===== config.mk =====
export PLATFORM = sky130hd
export DESIGN_NAME = mem_bist_master
export DESIGN_NICKNAME = d
export VERILOG_FILES = /design/src/rtl/mem_ctrl_pkg.sv /design/src/rtl/mem_bist_err_log.sv /design/src/rtl/mem_bist_master.sv
export SDC_FILE = /design/constraint.sdc
export NUM_CORES = 1
export LEC_CHECK = 0
export BUFFER_PORTS_ARGS = -buffer_cell sky130_fd_sc_hd__buf_2
export CORE_MARGIN = 2
export CORE_UTILIZATION = 40
export DETAILED_ROUTE_END_ITERATION = 7
export HOLD_SLACK_MARGIN = 0.02
export PLACE_DENSITY = 0.62
export SLEW_MARGIN = 15
export SYNTH_ARGS = -nofsm -noshare
export SYNTH_HDL_FRONTEND = slang
export SYNTH_SLANG_ARGS = --single-unit

===== constraint.sdc =====
create_clock -name clk -period 3 [get_ports clk]
set_input_delay 0.15 -clock clk [delete_from_list [all_inputs] [get_ports clk]]
set_output_delay 0.15 -clock clk [all_outputs]
set_load 0.02 [all_outputs]

===== src/rtl/mem_ctrl_pkg.sv =====
// Shared types and helpers for the memory controller and its BIST request master.
package mem_ctrl_pkg;

  typedef enum logic [2:0] {IDLE, WR_REQ, RD_REQ, RD_WAIT, DONE} state_t;

  localparam logic RW_WRITE = 1'b0;
  localparam logic RW_READ  = 1'b1;

  // Word-address width for an R x C array; never narrower than one bit.
  function automatic int aw_calc(input int r, input int c);
    return (r * c > 1) ? $clog2(r * c) : 1;
  endfunction

endpackage


===== src/rtl/mem_bist_err_log.sv =====
// Mismatch logger: saturating error count and first failing address.
module mem_bist_err_log #(
  parameter int AW = 4,
  parameter int N  = 4
) (
  input  logic          clk,
  input  logic          rst,
  input  logic          clr,
  input  logic          cmp_en,
  input  logic [N-1:0]  exp,
  input  logic [N-1:0]  act,
  input  logic [AW-1:0] addr,
  output logic [AW:0]   err_cnt,
  output logic [AW-1:0] first_err_addr
);

  logic miss;
  assign miss = cmp_en && (exp != act);

  always_ff @(posedge clk or negedge rst) begin
    if (!rst) begin
      err_cnt        <= '0;
      first_err_addr <= '0;
    end else if (clr) begin
      err_cnt        <= '0;
      first_err_addr <= '0;
    end else if (miss) begin
      // A saturated count never returns to zero, so capture happens only once.
      if (err_cnt == '0) first_err_addr <= addr;
      if (err_cnt != '1) err_cnt <= err_cnt + 1'b1;
    end
  end

endmodule


===== src/rtl/mem_bist_master.sv =====
// BIST request master: write pat(a) everywhere, read back and compare.
// Define MEM_BIST_INV_PASS_EN to add a second write/read pass with inverted pattern.
module mem_bist_master
  import mem_ctrl_pkg::*;
#(
  parameter int          R       = 4,
  parameter int          C       = 4,
  parameter int          N       = 4,
  parameter logic [N-1:0] SEED   = 'hA,
  parameter int          TIMEOUT = 15,
  localparam int         AW      = aw_calc(R, C)
) (
  input  logic          clk,
  input  logic          rst,
  input  logic          start,
  output logic          busy,
  output logic          done,
  output logic          pass,
  output logic          timeout,
  output logic [AW:0]   err_cnt,
  output logic [AW-1:0] first_err_addr,
  output logic          cs,
  output logic          req,
  output logic          rw,
  output logic [AW-1:0] addr,
  output logic [N-1:0]  Qi,
  input  logic [N-1:0]  Qa,
  input  logic          valid,
  input  logic          ready
);

  localparam int            CW   = $clog2(TIMEOUT + 1);
  localparam logic [AW-1:0] LAST = AW'(R * C - 1);

  state_t        state, state_n;
  logic [AW-1:0] addr_n;
  logic [CW-1:0] cnt, cnt_n;
  logic [N-1:0]  exp_q, exp_n, pat_cur;
  logic          to_n, clr, progress, active;
`ifdef MEM_BIST_INV_PASS_EN
  logic          inv, inv_n;
  assign pat_cur = N'(addr) ^ SEED ^ {N{inv}};
`else
  assign pat_cur = N'(addr) ^ SEED;
`endif

  assign active   = (state == WR_REQ) || (state == RD_REQ) || (state == RD_WAIT);
  assign progress = (state == RD_WAIT) ? valid : ready;

  always_comb begin
    state_n = state;
    addr_n  = addr;
    cnt_n   = cnt;
    exp_n   = exp_q;
    to_n    = timeout;
    clr     = 1'b0;
`ifdef MEM_BIST_INV_PASS_EN
    inv_n   = inv;
`endif
    case (state)
      IDLE, DONE: if (start) begin
        clr     = 1'b1;
        to_n    = 1'b0;
        addr_n  = '0;
        cnt_n   = '0;
        state_n = WR_REQ;
`ifdef MEM_BIST_INV_PASS_EN
        inv_n   = 1'b0;
`endif
      end
      WR_REQ: if (ready) begin
        if (addr == LAST) begin
          addr_n  = '0;
          state_n = RD_REQ;
        end else addr_n = addr + 1'b1;
      end
      RD_REQ: if (ready) begin
        exp_n   = pat_cur;
        state_n = RD_WAIT;
      end
      RD_WAIT: if (valid) begin
        if (addr == LAST) begin
`ifdef MEM_BIST_INV_PASS_EN
          if (!inv) begin
            inv_n   = 1'b1;
            addr_n  = '0;
            state_n = WR_REQ;
          end else state_n = DONE;
`else
          state_n = DONE;
`endif
        end else begin
          addr_n  = addr + 1'b1;
          state_n = RD_REQ;
        end
      end
      default: state_n = IDLE;
    endcase
    // A transfer in the expiry cycle wins; only a stalled cycle can abort.
    if (active) begin
      if (progress) cnt_n = '0;
      else if (cnt == CW'(TIMEOUT - 1)) begin
        to_n    = 1'b1;
        cnt_n   = '0;
        state_n = DONE;
      end else cnt_n = cnt + 1'b1;
    end
  end

  always_ff @(posedge clk or negedge rst) begin
    if (!rst) begin
      state   <= IDLE;
      addr    <= '0;
      cnt     <= '0;
      exp_q   <= '0;
      timeout <= 1'b0;
`ifdef MEM_BIST_INV_PASS_EN
      inv     <= 1'b0;
`endif
    end else begin
      state   <= state_n;
      addr    <= addr_n;
      cnt     <= cnt_n;
      exp_q   <= exp_n;
      timeout <= to_n;
`ifdef MEM_BIST_INV_PASS_EN
      inv     <= inv_n;
`endif
    end
  end

  assign busy = active;
  assign done = (state == DONE);
  assign pass = done && (err_cnt == '0) && !timeout;
  assign cs   = (state == WR_REQ) || (state == RD_REQ);
  assign req  = cs;
  assign rw   = (state == RD_REQ) ? RW_READ : RW_WRITE;
  assign Qi   = (state == WR_REQ) ? pat_cur : '0;

  mem_bist_err_log #(.AW(AW), .N(N)) u_err_log (
    .clk            (clk),
    .rst            (rst),
    .clr            (clr),
    .cmp_en         ((state == RD_WAIT) && valid),
    .exp            (exp_q),
    .act            (Qa),
    .addr           (addr),
    .err_cnt        (err_cnt),
    .first_err_addr (first_err_addr)
  );

endmodule

==> results.yml <==
drt:
  wl_per_cell_um: 13.6
  wl_met2_mm: 1.49
  maxUsedRoutingLayer: "met4"
  drt-pass1-iter-count: 4
  wl_met1_mm: 1.48
  antenna_left: 0
  dr_total_vias: 1288
  via_per_inst: 5.46
  wl_mm: 3.21
  route.met3.wl_um: 220
  drc_errors: 0
  drt_iter0_drc: 62
place:
  gp_congestion: 0.862
  hpwl_mm: 2.43
  port_buffers: 32
status:
  status: "complete, no violations"
clocking:
  cts.repair.resized: 0
  clk_path_buf_depth: 2
  postCtsSetupBuffers: 0
  hold_buffers: 1
  clock-root-buffer: "clkbuf_4"
  insertion_delay_ns: 0.32
  cts.clk_slew.worst_paths_ns: 0.15
  tritoncts: "done"
  clock_sinks: 25
  htree_num_levels: 1
  cts-buffers-inserted: 3
power:
  p_leak_nw: 0.791
  internal_power_mw: 0.768
  clkPwrFrac_pct: 10.5
  power.total_mw: 1.48
  power.switching_mw: 0.710
  sw_frac_of_total_pct: 48.0
  sequentialPowerShare_pct: 39.0
  cellPowerDensity_nw_per_um2: 886
  p_comb_share_pct: 50.5
  ir_drop_v: 0.000471
setup_path:
  cp_max_fo: 5
  critPathTopFamily: "simple AND/OR/NAND/NOR gates"
  worst-r2r-setup-slack_ns: 1.14
  cp.required_ns: 2.85
  critPathLaunchType: "register"
  r2r-end: "u_err_log.err_cnt[3]$_DFFE_PN0P_"
  worst_setup_path_end_kind: "output pin"
  slowest_stage: "or4b_2"
  crit_chain: "inv_1 > ha_1 > or4b_2 > nor3b_1 > buf_2"
  cp.depth: 5
  r2r_cells: 4
  timing.critical_path.buf_inv: 2
  r2r-start: "state[0]$_DFF_PN0_"
  slowest_delay_ns: 0.67
  worstPathArrival_ns: 2.09
  critical_path_class: "register to output pin"
timing:
  setup-tns-final_ns: 0
  timing.final.crit_share_pct: 74.6
  clock.fmax_ghz: 0.447
  tightest_slew_ns: 0.675
  min_period_ns: 2.24
  maxSlewHeadroom_pct: 54.4
  rsz0062_at_grt: "no"
  setup_viol: 0
  drv_slew: 0
  hold_viol: 0
  fin_skew_ns: 0.0103
die:
  dieHeight_um: 64.2
  die-area_um2: 4120
  initial_core_util_pct: 42.4
  io_pins: 33
  core_um2: 3420
  fp.dieW_um: 64.2
  rows: 21
worst_hold_path:
  min_to: "state[2]$_DFF_PN0_"
  hp-start: "start"
  hp-class: "primary input to register"
  whs_path_depth: 3
yosys:
  syn_nets: 175
  netlist_area_um2: 1450
  synthTopCellsByArea: "dfrtp_1 (43%), o21ai_0 (6.2%), ha_1 (5.2%)"
  syn_area_per_cell_um2: 9.06
  yosys-top-cells-count: "dfrtp_1 (25), o21ai_0 (18), nand3_1 (15), a21oi_1 (11)"
  yosysUniqueCellTypes: 41
  yosys.area.top_type_share_pct: 43.2
  synthCells: 160
  yosys.area.top_type: "dfrtp_1"
  async_flop_share_pct: 100
  synth_seq_cells: 25
  synth_ff_type: "dfrtp_1"
  synth_edf_count: 0
  yosys_warnings: 0
  synth.most_common_cell: "dfrtp_1"
  ys_seq_area_share_pct: 43.2
global_routing:
  grt_first_pass_wirelength_mm: 5.73
  track_usage_pct: 17.5
  grt_pass1_vias: 1245
  overflow: 0
  antenna_found_initial: 0
  grt_max_degree: 26
final_layout:
  area_growth_pct: 15.2
  drive_gt1_share_pct: 21.6
  nNetsFinal: 206
  fillers: 354
  n_antenna_cell: 0
flow_run:
  drv_cap: 0
tightest hold or removal path, delay by kind of cell:
family	cells	cell delay, ns
AOI/OAI and AO/OA	2	0.24
buffers and inverters	1	0.10
power groups by stage:
stage / Sequential, mW / Combinational, mW / Clock [mW]
global route: 0.599 / 0.838 / 0.178
CTS: 0.574 / 0.750 / 0.166
finish: 0.577 / 0.746 / 0.155
floorplan: 0.586 / 0.542 / 0
detailed placement: 0.583 / 0.746 / 0
global placement: 0.578 / 0.735 / 0
layout by cell type, fill, tap and decap left out, types with 5 or more instances in the layout:
| cell | synthesis | layout |
|---|---|---|
| a21oi_1 | 11 | 11 |
| inv_1 | 10 | 10 |
| xnor2_1 | 5 | 5 |
| nand3_1 | 15 | 15 |
| nor2_1 | 8 | 8 |
| dfrtp_1 | 25 | 25 |
| ha_1 | 6 | 6 |
| nand2_1 | 10 | 10 |
| buf_2 | 3 | 32 |
| o21ai_0 | 18 | 18 |
registers in the layout, summed over array words and instances (netlist names):
| signal | flops |
|---|---|
| u_err_log.err_cnt | 5 |
| u_err_log.first_err_addr | 4 |
| addr | 4 |
| cnt | 4 |
| timeout | 1 |
| state | 3 |
| exp_q | 4 |
layer usage:
layer  up-vias  global-route usage, %
met2        36                   28.5
met3         2                   2.46
met1       608                   24.0
met4         0                   5.05
met5         -                      0
li1        642                      -
cells by family after synthesis:
logic type	count (synthesis)	synth area share [%]
buf+inv	18	5.70
mux	1	0.691
simple gates	59	22.6
xor+xnor	6	3.63
compound gates	45	19.0
fa+ha+maj	6	5.18
flops	25	43.2
layout make-up:
class | instances | area [µm²] | area share, %
Tap cell | 46 | 57.6 | 3.45
Sequential cell | 25 | 626 | 37.5
Multi-Input combinational cell | 117 | 741 | 44.4
Clock buffer | 3 | 22.5 | 1.35
Clock inverter | 1 | 7.51 | 0.450
Timing Repair Buffer | 34 | 178 | 10.6
Inverter | 10 | 37.5 | 2.25
how the worst max path moves through the flow:
stage	from	end	slack, ns
floorplan	u_err_log.err_cnt[0]$_DFFE_PN0P_	pass	0.95
global placement	u_err_log.err_cnt[0]$_DFFE_PN0P_	pass	1.17
detailed placement	u_err_log.err_cnt[0]$_DFFE_PN0P_	pass	1.13
CTS	u_err_log.err_cnt[0]$_DFFE_PN0P_	pass	0.73
global route	u_err_log.err_cnt[0]$_DFFE_PN0P_	pass	0.56
finish	u_err_log.err_cnt[0]$_DFFE_PN0P_	pass	0.76
stage by stage:
step | instances | hold slack (ns) | instance area (µm²) | setup slack (ns) | util (%)
final | 236 | 0.190 | 1670 | 0.763 | 48.9
after global routing | 236 | 0.183 | 1670 | 0.560 | 48.9
after CTS | 236 | 0.171 | 1670 | 0.732 | 48.9
after detailed placement | 231 | 0.184 | 1630 | 1.13 | 47.7
after global placement | 231 | 0.176 | 1630 | 1.17 | 47.7
after floorplan | 160 | -0.146 | 1450 | 0.946 | -
Power figures use the tool's default switching activity.
